**src/rtl/loader_pkg.sv**
```systemverilog
// Shared definitions for the instruction-memory boot loader: state encoding
// and the word-index to byte-address helper.
package loader_pkg;

  localparam logic [1:0] LD_IDLE  = 2'd0;
  localparam logic [1:0] LD_LOAD  = 2'd1;
  localparam logic [1:0] LD_WRITE = 2'd2;
  localparam logic [1:0] LD_RUN   = 2'd3;

  typedef enum logic [1:0] {
    ST_IDLE  = LD_IDLE,
    ST_LOAD  = LD_LOAD,
    ST_WRITE = LD_WRITE,
    ST_RUN   = LD_RUN
  } ld_state_t;

  function automatic logic [31:0] word_addr(input logic [31:0] base, input logic [29:0] idx);
    return base + {idx, 2'b00};
  endfunction

endpackage

```
**src/rtl/byte_packer.sv**
```systemverilog
// Packs successive bytes little-endian into a 32-bit word; lane index wraps
// after lane 3 so the next word starts at bits 7:0.
module byte_packer (
  input  logic        clk,
  input  logic        arst_n,
  input  logic        clear,
  input  logic        load,
  input  logic [7:0]  data,
  output logic [31:0] word,
  output logic        last_lane
);

  logic [1:0] idx;
  logic [1:0] idx_d;
  logic       idx_en;

  // clear wins over load so an aborted partial word never advances the index
  assign idx_en = clear | load;
  assign idx_d  = clear ? 2'd0 : idx + 2'd1;

  reg_arstn_en #(.W(2)) u_idx (
    .clk    (clk),
    .arst_n (arst_n),
    .en     (idx_en),
    .d      (idx_d),
    .q      (idx)
  );

  for (genvar i = 0; i < 4; i++) begin : g_lane
    reg_arstn_en #(.W(8)) u_lane (
      .clk    (clk),
      .arst_n (arst_n),
      .en     (load & ~clear & (idx == 2'(i))),
      .d      (data),
      .q      (word[8*i +: 8])
    );
  end

  assign last_lane = (idx == 2'd3);

endmodule

```
**src/rtl/reg_arstn_en.sv**
```systemverilog
// Generic register cell: asynchronous active-low reset, synchronous enable.
module reg_arstn_en #(
  parameter int           W       = 8,
  parameter logic [W-1:0] RST_VAL = '0
) (
  input  logic         clk,
  input  logic         arst_n,
  input  logic         en,
  input  logic [W-1:0] d,
  output logic [W-1:0] q
);

  always_ff @(posedge clk or negedge arst_n) begin
    if (!arst_n) begin
      q <= RST_VAL;
    end else if (en) begin
      q <= d;
    end
  end

endmodule

```
**src/rtl/imem_loader.sv**
```systemverilog
// Boot loader: streams bytes into 32-bit words, writes them to instruction
// memory, then enables the CPU until halt.
module imem_loader
  import loader_pkg::*;
#(
  parameter int          MAX_WORDS = 512,
  parameter int          CNT_W     = 10,
  parameter logic [31:0] BASE_ADDR = 32'h0
) (
  input  logic             clk,
  input  logic             arst_n,
  input  logic             start,
  input  logic [CNT_W-1:0] word_count,
  input  logic             halt,
  input  logic             s_valid,
  input  logic [7:0]       s_byte,
  output logic             s_ready,
  output logic [31:0]      addr_ext,
  output logic             wen_ext,
  output logic             ren_ext,
  output logic [31:0]      wdata_ext,
  output logic             cpu_enable,
  output logic             busy,
  output logic             err
);

  localparam logic [CNT_W-1:0] MAX_CNT = CNT_W'(MAX_WORDS);

  ld_state_t        state, state_nxt;
  logic [CNT_W-1:0] count, wcnt, wcnt_inc;
  logic             hs, last_lane, start_zero, start_over, start_ok;
  logic [31:0]      word;

  assign hs         = s_valid & (state == ST_LOAD);
  assign start_zero = (word_count == '0);
  assign start_over = (word_count > MAX_CNT);
  assign start_ok   = (state == ST_IDLE) & start & ~halt & ~start_zero & ~start_over;
  assign wcnt_inc   = wcnt + CNT_W'(1);

  always_ff @(posedge clk or negedge arst_n) begin
    if (!arst_n) begin
      state <= ST_IDLE;
    end else begin
      state <= state_nxt;
    end
  end

  always_comb begin
    state_nxt  = state;
    s_ready    = 1'b0;
    wen_ext    = 1'b0;
    cpu_enable = 1'b0;
    busy       = 1'b0;
    unique case (state)
      ST_IDLE: begin
        if (start && !halt) begin
          if (start_zero)       state_nxt = ST_RUN;
          else if (!start_over) state_nxt = ST_LOAD;
        end
      end
      ST_LOAD: begin
        s_ready = 1'b1;
        busy    = 1'b1;
        if (hs && last_lane) state_nxt = ST_WRITE;
      end
      ST_WRITE: begin
        wen_ext   = 1'b1;
        busy      = 1'b1;
        state_nxt = (wcnt_inc == count) ? ST_RUN : ST_LOAD;
      end
      ST_RUN: begin
        cpu_enable = 1'b1;
      end
      default: state_nxt = ST_IDLE;
    endcase
    if (halt) state_nxt = ST_IDLE;
  end

  always_ff @(posedge clk or negedge arst_n) begin
    if (!arst_n) begin
      count <= '0;
      wcnt  <= '0;
      err   <= 1'b0;
    end else begin
      err <= (state == ST_IDLE) & start & ~halt & start_over;
      if (start_ok) begin
        count <= word_count;
        wcnt  <= '0;
      end else if (state == ST_WRITE) begin
        wcnt <= wcnt_inc;
      end
    end
  end

  // the packer only moves in LOAD, so its word is stable throughout WRITE
  byte_packer u_packer (
    .clk       (clk),
    .arst_n    (arst_n),
    .clear     ((state == ST_IDLE) | halt),
    .load      (hs),
    .data      (s_byte),
    .word      (word),
    .last_lane (last_lane)
  );

  assign addr_ext  = word_addr(BASE_ADDR, 30'(wcnt));
  assign wdata_ext = word;
  assign ren_ext   = 1'b0;

endmodule

```
**config.mk**
```make
export PLATFORM = sky130hd
export DESIGN_NAME = imem_loader
export DESIGN_NICKNAME = d
export VERILOG_FILES = /design/src/rtl/loader_pkg.sv /design/src/rtl/byte_packer.sv /design/src/rtl/reg_arstn_en.sv /design/src/rtl/imem_loader.sv
export SDC_FILE = /design/constraint.sdc
export NUM_CORES = 1
export LEC_CHECK = 0
export BUFFER_PORTS_ARGS = -buffer_cell sky130_fd_sc_hd__buf_2
export CAP_MARGIN = 5
export CORE_MARGIN = 2
export CORE_UTILIZATION = 47
export DETAILED_ROUTE_END_ITERATION = 10
export PLACE_DENSITY = 0.77
export SETUP_SLACK_MARGIN = 0.1
export SKIP_LAST_GASP = 1
export SYNTH_ARGS = -nofsm -noshare
export SYNTH_HDL_FRONTEND = slang
export SYNTH_HIERARCHICAL = 1
export SYNTH_SLANG_ARGS = --single-unit
```
**constraint.sdc**
```tcl
create_clock -name clk -period 1.8 [get_ports clk]
set_input_delay 0.36 -clock clk [delete_from_list [all_inputs] [get_ports clk]]
set_output_delay 0.36 -clock clk [all_outputs]
set_load 0.005 [all_outputs]
```
; Word-level counts from Yosys, hierarchy flattened
; Index checks and enable logic that the tools add are counted.
[totals]
reg_bits = 57
latch_bits = 0
mem_bits_rw = 0
rom_bits = 0
inputBits = 23
output_inout_bits = 70
elab_cells = 63
mem_count = 0
[classes]
n_addsub = 2
multipliers = 0
div = 0
magnitude_cmp = 1
n_eq_ne = 10
shift = 0
muxes = 14
n_bitwise = 17
n_reduce_logical = 10
[op_table]
columns = cell, count
row1 = two-way mux 10 bit, 2
row2 = two-way mux 2 bit, 7
row3 = AND 1 bit, 11
row4 = adder 10 x 1 -> 10 bit (second input constant), 1
row5 = == test 10 bit, 1
row6 = greater-than comparator 10 bit (second input constant), 1
row7 = logical NOT 10 bit, 1
row8 = == test 2 bit (second input constant), 4
row9 = one-hot mux 2 bit (3 select lines), 1
row10 = == test 2 x 1 -> 1 bit (second input constant), 2
row11 = logical NOT 2 bit, 2
row12 = two-way mux 1 bit, 4
row13 = inequality test 4 bit (second input constant), 1
row14 = inverter 1 bit, 4
row15 = AND reduction 4 bit, 1
row16 = nonzero test 4 bit, 1
row17 = inequality test 3 x 2 -> 1 bit (second input constant), 1
row18 = inequality test 3 bit (second input constant), 1
row19 = adder 2 x 1 -> 2 bit (second input constant), 1
row20 = logical AND 1 bit, 2
row21 = bitwise OR 1 bit, 2
row22 = nonzero test 2 bit, 1
row23 = OR reduction 2 bit, 1
row24 = logical NOT 1 bit, 1

; Longest topological paths before layout
; Gate-level depths: netlist of run 1.
[logic_depth]
depth_word = 6
mapped_depth = 9
mapped_depth_nobuf = 8

; By module
; The synthesis of run 1 kept the hierarchy.
[by_module_without_submodules]
columns = module, instances, cells_each, area_each_um2, seq_area_each_um2
row1 = imem_loader, 1, 170, 1609.0, 575.6
row2 = reg_arstn_en (u_packer.g_lane[0].u_lane ...), 4, 17, 331.6, 200.2
row3 = byte_packer, 1, 13, 108.9, 0.0
row4 = reg_arstn_en (u_packer.u_idx), 1, 4, 72.6, 50.0

; Least setup slack after synthesis of run 1
; Ideal clock, no wire load.
[synth_timing]
path_type = register to register
from = register state[0]
to = register state[1]
setup_time_ns = 0.126
arrival_ns = 1.716
t_required_ns = 1.674
slack_ns = -0.043
stages_incl_launch_ff = 10
path_buffers = 1
synth_period_minus_slack_ns = 1.843
path_cell_list = dfrtp_1 > inv_1 > ha_1 > buf_2 > nor3_1 > a221o_1 > a31oi_1 > nor2_1 > nor3b_2 > a211oi_2
[synth_between]
elab_chain_len = 5
word_cells_on_any_way = 12
cone_classes = eq/ne (5) / mux (2) / bitwise (1) / reduce/logical (4)
[synth_lines]
columns = element, line_no
row1 = "start, declared", imem_loader.sv:29  ; ld_state_t state, state_nxt;
row2 = "start signal, assigned", imem_loader.sv:44  ; state <= state_nxt;
row3 = == test 2 x 1 -> 1 bit, "imem_loader.sv:34, imem_loader.sv:54"
row4 = AND 1 bit, imem_loader.sv:34  ; assign hs = s_valid & (state == ST_LOAD);
row5 = logical AND 1 bit, imem_loader.sv:64  ; if (hs && last_lane) state_nxt = ST_WRITE;
row6 = inequality test 3 x 2 -> 1 bit (no line), n/a
row7 = AND reduction 4 bit (no line), n/a
; Several ways; a longest one is shown, not always the timed one.
; A chain may end at the register's enable or synchronous reset.

; Final worst setup path of run 1
[layout_timing]
from = register wcnt[0]
to = register state[1]
[layout_between]
elab_chain_len = 5
[layout_lines]
columns = element, line_no
row1 = "start, declared", imem_loader.sv:30  ; logic [CNT_W-1:0] count, wcnt, wcnt_inc;
row2 = "start signal, assigned", imem_loader.sv:90  ; wcnt <= wcnt_inc;
row3 = adder 10 x 1 -> 10 bit, imem_loader.sv:38  ; assign wcnt_inc = wcnt + CNT_W'(1);
row4 = == test 10 bit, imem_loader.sv:69  ; state_nxt = (wcnt_inc == count) ? ST_RUN : ST_LOAD;
row5 = two-way mux 2 bit, imem_loader.sv:69
row6 = one-hot mux 2 bit (3 select lines), imem_loader.sv:54  ; unique case (state)
row7 = two-way mux 2 bit, imem_loader.sv:76  ; if (halt) state_nxt = ST_IDLE;
; No other way between the ends.

==> impl_results.rst, run 1 <==
.. list-table::
   :header-rows: 1

   * - Metric
     - Value
   * - Result of the run
     - finished, final reports clean
   * - Worst-case register-to-register setup slack
     - 20 ps
   * - Leakage
     - about 2.0 nW
   * - Proportion of power drawn by flip-flops and latches
     - approximately 40%
   * - DRT antenna net count
     - 0
   * - DRC violation count after routing
     - 0
   * - Aggregate global routing overflow
     - 0
   * - Via density per instance
     - ~5.0
   * - First-pass GRT wire length
     - 10590 um
   * - Pre-CTS WS
     - -28.25 ps
   * - Most common library cell in the layout ignoring fill and taps
     - sky130_fd_sc_hd__buf_2
   * - Logic pwr share
     - a little over a third
   * - Register Area
     - roughly 1400 um2
   * - Clock latency of the later-clocked register in the worst-skew pair
     - ~330 ps
   * - Multi-input gate area in the final layout
     - about 1600 um2
   * - Crit path required time
     - around 2000 ps
   * - Sw Share
     - 31.43%
   * - Critical path launch point type
     - flip-flop
   * - Total power density per cell area
     - around 1100 nW/um2
   * - Max-slew violation total from the final report
     - 0
   * - Die height
     - about 85 um
   * - Average footprint of a synthesized cell
     - 12.22 um2
   * - Synth Cell Area
     - 3117 um2
   * - All-Layer GR Usage
     - between 10% and 20%
   * - Clock-pin slew on the worst setup and hold paths
     - ~60 ps
   * - Sequential share of the synthesized area
     - between 40% and 50%
   * - Vias in the first global route
     - about 2200
   * - Period Utilization, post-route
     - 99.14%
   * - Max Freq
     - between 500 and 600 MHz
   * - Worst Setup End Kind
     - flip-flop
   * - Post-detailed-route wirelength per cell
     - 15.89 um
   * - Pin count of the biggest net entering global routing
     - 30
   * - Unrepaired setup endpoints after global routing
     - yes
   * - Overall via count from detail_route
     - ~2200
   * - FF+latch count, synth
     - 57
   * - Classification of the worst-slack hold path
     - input pin to flip-flop
   * - Placed cell areas
     - 3618 um2
   * - Filler instances
     - ~500
   * - Net count of the finished layout
     - 389
   * - Number of distinct standard cells referenced by the synthesized netlist
     - 44
   * - Antenna violations before repair
     - 0
   * - Clock buffer count from CTS
     - 9
   * - Finish-stage setup viols
     - 0
   * - First DRT Iteration DRCs
     - 73
   * - Relative area change from synthesis to final layout
     - 29.87%
   * - Ant diodes
     - 0
   * - Starting utilization of the core area
     - 48.80%
   * - Number of cells in the design after placement
     - 410
   * - Arrival time at the worst endpoint
     - slightly above 2000 ps
   * - Area contributors post-synth
     - sky130_fd_sc_hd__dfrtp_1 46%, sky130_fd_sc_hd__mux2_4 15%, sky130_fd_sc_hd__buf_4 6.0%, sky130_fd_sc_hd__xnor2_1 4.8%, sky130_fd_sc_hd__ha_1 3.6%
   * - Largest voltage drop on the vdd net
     - roughly 0.00070 V
   * - Warnings from Yosys
     - 6
   * - Die Width
     - 85.44 um
   * - Post-DP HPWL
     - between 4000 and 5000 um
   * - Count of input and output buffers
     - 69
   * - Internal Power
     - between 0.002 and 0.003 W
   * - Proportion of layout cells with a drive suffix above 1
     - between 50% and 60%
   * - Highest-count cells in the layout ignoring fill and taps
     - 68 x sky130_fd_sc_hd__buf_2, 56 x sky130_fd_sc_hd__dfrtp_1, 40 x sky130_fd_sc_hd__mux2_4
   * - Share of total power in the clock network
     - about a quarter
   * - Post-Route Skew
     - around 8.6 ps
   * - Largest fanout of any net on the critical path
     - 7
   * - Total non-filler cell area in the finished layout
     - 4048 um2
   * - Clock Path Buffers
     - 2
   * - Post-layout worst setup margin
     - 15.40 ps
   * - Final Hold Vio Count
     - 0
   * - CTS tree
     - done
   * - Count of clock tree sinks
     - 57
   * - Number of rows in the core area
     - 29
   * - First-pass DRT Iterations
     - 4
   * - Synth area leader
     - sky130_fd_sc_hd__dfrtp_1
   * - Final TNS setup
     - 0 ps
   * - Net switching power of the design
     - 0.001358 W
   * - Weighted congestion at the end of routability-driven global placement
     - around 0.84
   * - Root buffer cell
     - sky130_fd_sc_hd__clkbuf_8
   * - DIE AREA
     - ~7300 um2
   * - Sum of routed wire length over all layers
     - about 7000 um
   * - Max cap viols
     - 0
   * - Final cell count without fillers
     - approximately 440
   * - Boundary Pins
     - 93
   * - Fraction of post-synthesis cell area in the top cell type by area
     - 45.76%
   * - Core Box Area
     - around 6400 um2
   * - H-tree lvl count
     - 3
   * - Class of the most critical setup path
     - flip-flop to flip-flop
   * - Time the final worst path needs with I/O delays and setup
     - around 1800 ps
   * - Synth Instances
     - roughly 260
   * - Final Core Density
     - a little under two thirds
[state kept, by name, indices dropped and copies added (netlist names)]
signal / count
wcnt: 10
u_packer/g_lane.u_lane/q: 32
u_packer/u_idx/q: 2
state: 2
err: 1
count: 10
[power by group through the flow]
stage	logic, W	registers (W)	clock network, W
CTS	0.00131	0.00170	0.00111
finish	0.00151	0.00171	0.00110
detailed placement	0.00121	0.00172	0
floorplan	0.000817	0.00171	0
global placement	0.00116	0.00171	0
global route	0.00164	0.00174	0.00118
[cells in the mapped netlist (all sizes together)]
| master | n |
|---|---|
| dfrtp | 57 |
| nand4 | 5 |
| nor4 | 3 |
| a21oi | 6 |
| a32oi | 1 |
| and3 | 1 |
| xor2 | 6 |
| mux2i | 2 |
| ha | 9 |
| conb | 1 |
| or3 | 1 |
| nor2b | 2 |
| and3b | 4 |
| nand2 | 9 |
| inv | 7 |
| nand3 | 4 |
| nor2 | 18 |
| o221ai | 1 |
| and2 | 1 |
| a31oi | 2 |
| nand3b | 1 |
| a211oi | 1 |
| buf | 34 |
| o2111ai | 1 |
| o211ai | 1 |
| or2 | 2 |
| nor3b | 3 |
| a21o | 1 |
| o21bai | 1 |
| or4b | 1 |
| xnor2 | 17 |
| mux2 | 42 |
| a221o | 1 |
| o21ai | 3 |
| nor3 | 5 |
| o31a | 1 |
[logic make-up (layout without fill, tap and decap cells)]
logic type               after synthesis  in the layout  share of synthesized area [%]
AO/OA/AOI/OAI                         20             20                          4.577
XOR/XNOR                              23             23                          6.463
adder cells (fa/ha/maj)                9              9                          3.613
buffers and inverters                 41            126                          9.113
flip-flops                            57             57                          45.76
multiplexers                          44             44                          19.67
other                                  1             23                         0.1203
AND/OR/NAND/NOR                       60             60                          10.68
[metrics by stage]
stage          total power (W)  hold WS [ps]
3_3_place_gp          0.002871         302.7
6_report              0.004320         254.8
2_1_floorplan         0.002525         64.41
3_5_place_dp          0.002932         305.3
4_1_cts               0.004127         233.7
5_1_grt               0.004559         252.3
[critical path, stage by stage (launching register included)]
cell,delay [ps]
sky130_fd_sc_hd__dfrtp_1,370
sky130_fd_sc_hd__buf_6,150
sky130_fd_sc_hd__nand3_4,110
sky130_fd_sc_hd__or4b_1,510
sky130_fd_sc_hd__o211ai_2,80
sky130_fd_sc_hd__a21o_1,130
sky130_fd_sc_hd__nand4_1,150
sky130_fd_sc_hd__a211oi_2,210
[layout make-up]
cell class	instances	area share, %
Sequential cell	57	35.27
Multi-Input combinational cell	179	39.85
Clock buffer	12	3.833
Tap cell	77	2.380
Clock inverter	4	0.6801
Inverter	7	0.6492
Timing Repair Buffer	103	17.34
[repair_timing]
action	in CTS	in global routing
buffers inserted	4	7
hold buffers	1	0
setup endpoints to repair	35	45
endpoints found under the hold margin	14	0
gates resized for setup	8	29
pin swaps	1	7
gates cloned	0	1
[routing by layer]
layer,global-route usage [%],vias up,wire (um)
met5,0,-,0
met4,8.947,0,162
met3,3.599,11,295
met2,31.39,72,3572
met1,24.14,1076,2944
li1,-,1038,-
[worst paths after layout]
| kind | to | startpoint | cells after the start |
|---|---|---|---|
| setup / recovery | state[1]$_DFFE_PN0P_ | wcnt[0]$_DFFE_PN0P_ | 7 |
| hold / removal | state[1]$_DFFE_PN0P_ | halt | 2 |
| setup reg to reg | state[1]$_DFFE_PN0P_ | wcnt[0]$_DFFE_PN0P_ | 7 |
| hold reg to reg | u_packer/g_lane[0].u_lane/q[6]$_DFFE_PN0P_ | u_packer/g_lane[0].u_lane/q[6]$_DFFE_PN0P_ | 1 |
| max in group asynchronous | wcnt[9]$_DFFE_PN0P_ | arst_n | 3 |
| min in group asynchronous | count[0]$_DFFE_PN0P_ | arst_n | 2 |
Note: power is estimated with default switching activity, not from simulation.
==> run 2, diff against run 1 <==
Settings changed: CORE_UTILIZATION 47 to 48, CTS_BUF_LIST from default to sky130_fd_sc_hd__clkbuf_2 sky130_fd_sc_hd__clkbuf_4 sky130_fd_sc_hd__clkbuf_8, PLACE_DENSITY 0.77 to 0.78.
Clock period 1.8 ns to 1.6 ns, I/O delays scaled along.
==> impl_results.rst, run 2 (synthesized netlist as in run 1, its figures left out) <==
.. list-table::
   :header-rows: 1

   * - Metric
     - Value
   * - Ant diodes
     - 0 (unchanged)
   * - Post-Route Skew
     - 10.58 ps (+1.986 ps)
   * - Root buffer cell
     - sky130_fd_sc_hd__clkbuf_8
   * - Unrepaired setup endpoints after global routing
     - yes
   * - Relative slew slack
     - around 64%
   * - Worst Hold Slack
     - 213.4 ps (-41.45 ps)
   * - Post-layout worst setup margin
     - -166.5 ps (-181.9 ps)
   * - Finish-stage setup viols
     - 41 (+41)
   * - Max cap viols
     - 0 (unchanged)
   * - First-pass GRT wire length
     - 11630 um (+9.8%)
   * - DRC violation count after routing
     - 0 (unchanged)
   * - Total non-filler cell area in the finished layout
     - 4335 um2 (+7.1%)
   * - Clock buffer count from CTS
     - 9 (unchanged)
   * - Count of clock tree sinks
     - 57 (unchanged)
   * - Classification of the worst-slack hold path
     - input pin to flip-flop
   * - Max FFs per register
     - 32 (unchanged)
   * - Die height
     - 84.58 um (-1.0%)
   * - Clock Path Buffers
     - 2 (unchanged)
   * - Max-slew violation total from the final report
     - 0 (unchanged)
   * - Weighted congestion at the end of routability-driven global placement
     - 0.8950 (+7.2%)
   * - Die Width
     - 84.58 um (-1.0%)
   * - All-Layer GR Usage
     - 20.56% (+1.5 points)
   * - Vias in the first global route
     - 2307 (+6.4%)
   * - Pin count of the biggest net entering global routing
     - 33 (+10%)
   * - DIE AREA
     - 7154 um2 (-2.0%)
   * - Via density per instance
     - 5.126 (+2.4%)
   * - Period Utilization, post-route
     - 110.4% (+11 points)
   * - CTS tree
     - done
   * - Clock latency of the later-clocked register in the worst-skew pair
     - 350 ps (+20 ps)
   * - Leakage
     - 2.157 nW (+6.1%)
   * - DRT antenna net count
     - 0 (unchanged)
   * - Number of rows in the core area
     - 29 (unchanged)
   * - First-pass DRT Iterations
     - 4 (unchanged)
   * - Post-DP HPWL
     - 5254 um (+7.3%)
   * - Relative area change from synthesis to final layout
     - 39.10%
   * - Class of the most critical setup path
     - flip-flop to flip-flop
   * - Most common library cell in the layout ignoring fill and taps
     - sky130_fd_sc_hd__buf_2
   * - Highest-count cells in the layout ignoring fill and taps
     - 65 x sky130_fd_sc_hd__buf_2, 56 x sky130_fd_sc_hd__dfrtp_1, 39 x sky130_fd_sc_hd__mux2_4
   * - Core Box Area
     - 6314 um2 (-1.1%)
   * - Antenna violations before repair
     - 0 (unchanged)
   * - Boundary Pins
     - 93 (unchanged)
   * - H-tree lvl count
     - 3 (unchanged)
   * - Register Area
     - 1428 um2 (unchanged)
   * - Count of input and output buffers
     - 69 (unchanged)
   * - Largest voltage drop on the vdd net
     - 0.0007932 V (+13%)
   * - Sum of routed wire length over all layers
     - 7190 um (+3.1%)
   * - Aggregate global routing overflow
     - 0 (unchanged)
   * - Crit path required time
     - 1860 ps (-180 ps)
   * - Worst Setup End Kind
     - flip-flop
   * - Post-detailed-route wirelength per cell
     - 15.63 um (-1.6%)
   * - Starting utilization of the core area
     - 49.37% (+0.56 points)
   * - Result of the run
     - finished with violations
   * - Largest registers
     - u_packer/g_lane.u_lane/q: 32 flops, count: 10 flops, wcnt: 10 flops
   * - Total power density per cell area
     - 1223 nW/um2 (+15%)
   * - Clock-pin slew on the worst setup and hold paths
     - 70 ps (about the same)
   * - Multi-input gate area in the final layout
     - 1672 um2 (+3.6%)
   * - Time the final worst path needs with I/O delays and setup
     - 1767 ps (-18.06 ps)
   * - Register ranked first by flip-flop count
     - u_packer/g_lane.u_lane/q
   * - Violated checks
     - setup timing
   * - Worst-Margin Slew
     - 536.1 ps
   * - Arrival time at the worst endpoint
     - 2030 ps (about the same)
   * - Largest fanout of any net on the critical path
     - 3 (-4)
   * - First DRT Iteration DRCs
     - 84 (+15%)
   * - Final Hold Vio Count
     - 0 (unchanged)
   * - Placed cell areas
     - 3859 um2 (+6.6%)
   * - Filler instances
     - 463 (-6.5%)
   * - Net count of the finished layout
     - 410 (+5.4%)
   * - Max Freq
     - 566.1 MHz (+1.0%)
   * - Critical path launch point type
     - flip-flop
   * - Overall via count from detail_route
     - 2358 (+7.3%)
   * - Proportion of layout cells with a drive suffix above 1
     - 55.09% (+4.3 points)
-- run 2: cell types whose count changed in the layout (fill, tap and decap cells not counted), sizes merged --
cell,delta
clkbuf,-2
clkinvlp,-1
clkinv,+2
buf,+21
bufinv,+1
-- run 2: through the flow --
stage,cells,utilization [%],setup WS [ps],setup TNS (ps),power (W)
4_1_cts,458,67.14,-224.1,-4460,0.005198
3_3_place_gp,436,61.12,-169.4,-5049,0.003507
3_5_place_dp,436,61.12,-225.2,-6730,0.003588
5_1_grt,460,68.67,-235.6,-7093,0.005585
6_report,460,68.67,-166.5,-4971,0.005303
2_1_floorplan,277,-,-107.4,-3513,0.002935
-- run 2: area by class of cell --
class	count	share of cell area, %
Clock inverter	6	1.558
Timing Repair Buffer	124	20.95
Tap cell	77	2.222
Multi-Input combinational cell	179	38.56
Sequential cell	57	32.93
Inverter	7	0.6061
Clock buffer	10	3.175
-- run 2: per-layer routing --
| layer | global-route usage (%) | routed length, um | vias up |
|---|---|---|---|
| met5 | 0 | 0 | - |
| met4 | 8.514 | 150 | 0 |
| met3 | 3.933 | 415 | 16 |
| met2 | 33.72 | 3584 | 94 |
| met1 | 26.73 | 3040 | 1167 |
| li1 | - | - | 1081 |
-- run 2: final timing paths --
path / start / end / slack, ps / cells after the start
min in group asynchronous: arst_n / wcnt[2]$_DFFE_PN0P_ / 510 / 2
max in group asynchronous: arst_n / u_packer/g_lane[3].u_lane/q[7]$_DFFE_PN0P_ / 540 / 3
worst max register to register: wcnt[0]$_DFFE_PN0P_ / state[1]$_DFFE_PN0P_ / -170 / 7
worst min register to register: u_packer/g_lane[3].u_lane/q[3]$_DFFE_PN0P_ / u_packer/g_lane[3].u_lane/q[3]$_DFFE_PN0P_ / 510 / 1
worst max-delay path: wcnt[0]$_DFFE_PN0P_ / state[1]$_DFFE_PN0P_ / -170 / 7
worst min-delay path: halt / state[1]$_DFFE_PN0P_ / 210 / 2
-- run 2: report_power, final --
group | switching [W] | leakage [nW] | internal [W]
registers | 0.000217 | 0.768 | 0.00170
logic | 0.000800 | 1.29 | 0.00121
clock network | 0.000611 | 0.0985 | 0.000762
-- run 2: timing repair --
item / 4_1_cts / 5_1_grt
pin swaps: 20 / 15
gates resized for setup: 28 / 21
setup buffers: 4 / 4
hold buffers: 1 / 0
endpoints found under the hold margin: 19 / 0
gates cloned: 1 / 0
endpoints found under the setup margin: 58 / 60
-- run 2: worst max-delay path, stage by stage, from the launching register on --
cell	delay [ps]
sky130_fd_sc_hd__dfrtp_1	420
sky130_fd_sc_hd__buf_6	130
sky130_fd_sc_hd__nand3_4	80
sky130_fd_sc_hd__or4b_4	490
sky130_fd_sc_hd__o211ai_2	70
sky130_fd_sc_hd__a21o_1	150
sky130_fd_sc_hd__nand4_1	110
sky130_fd_sc_hd__a211oi_2	220
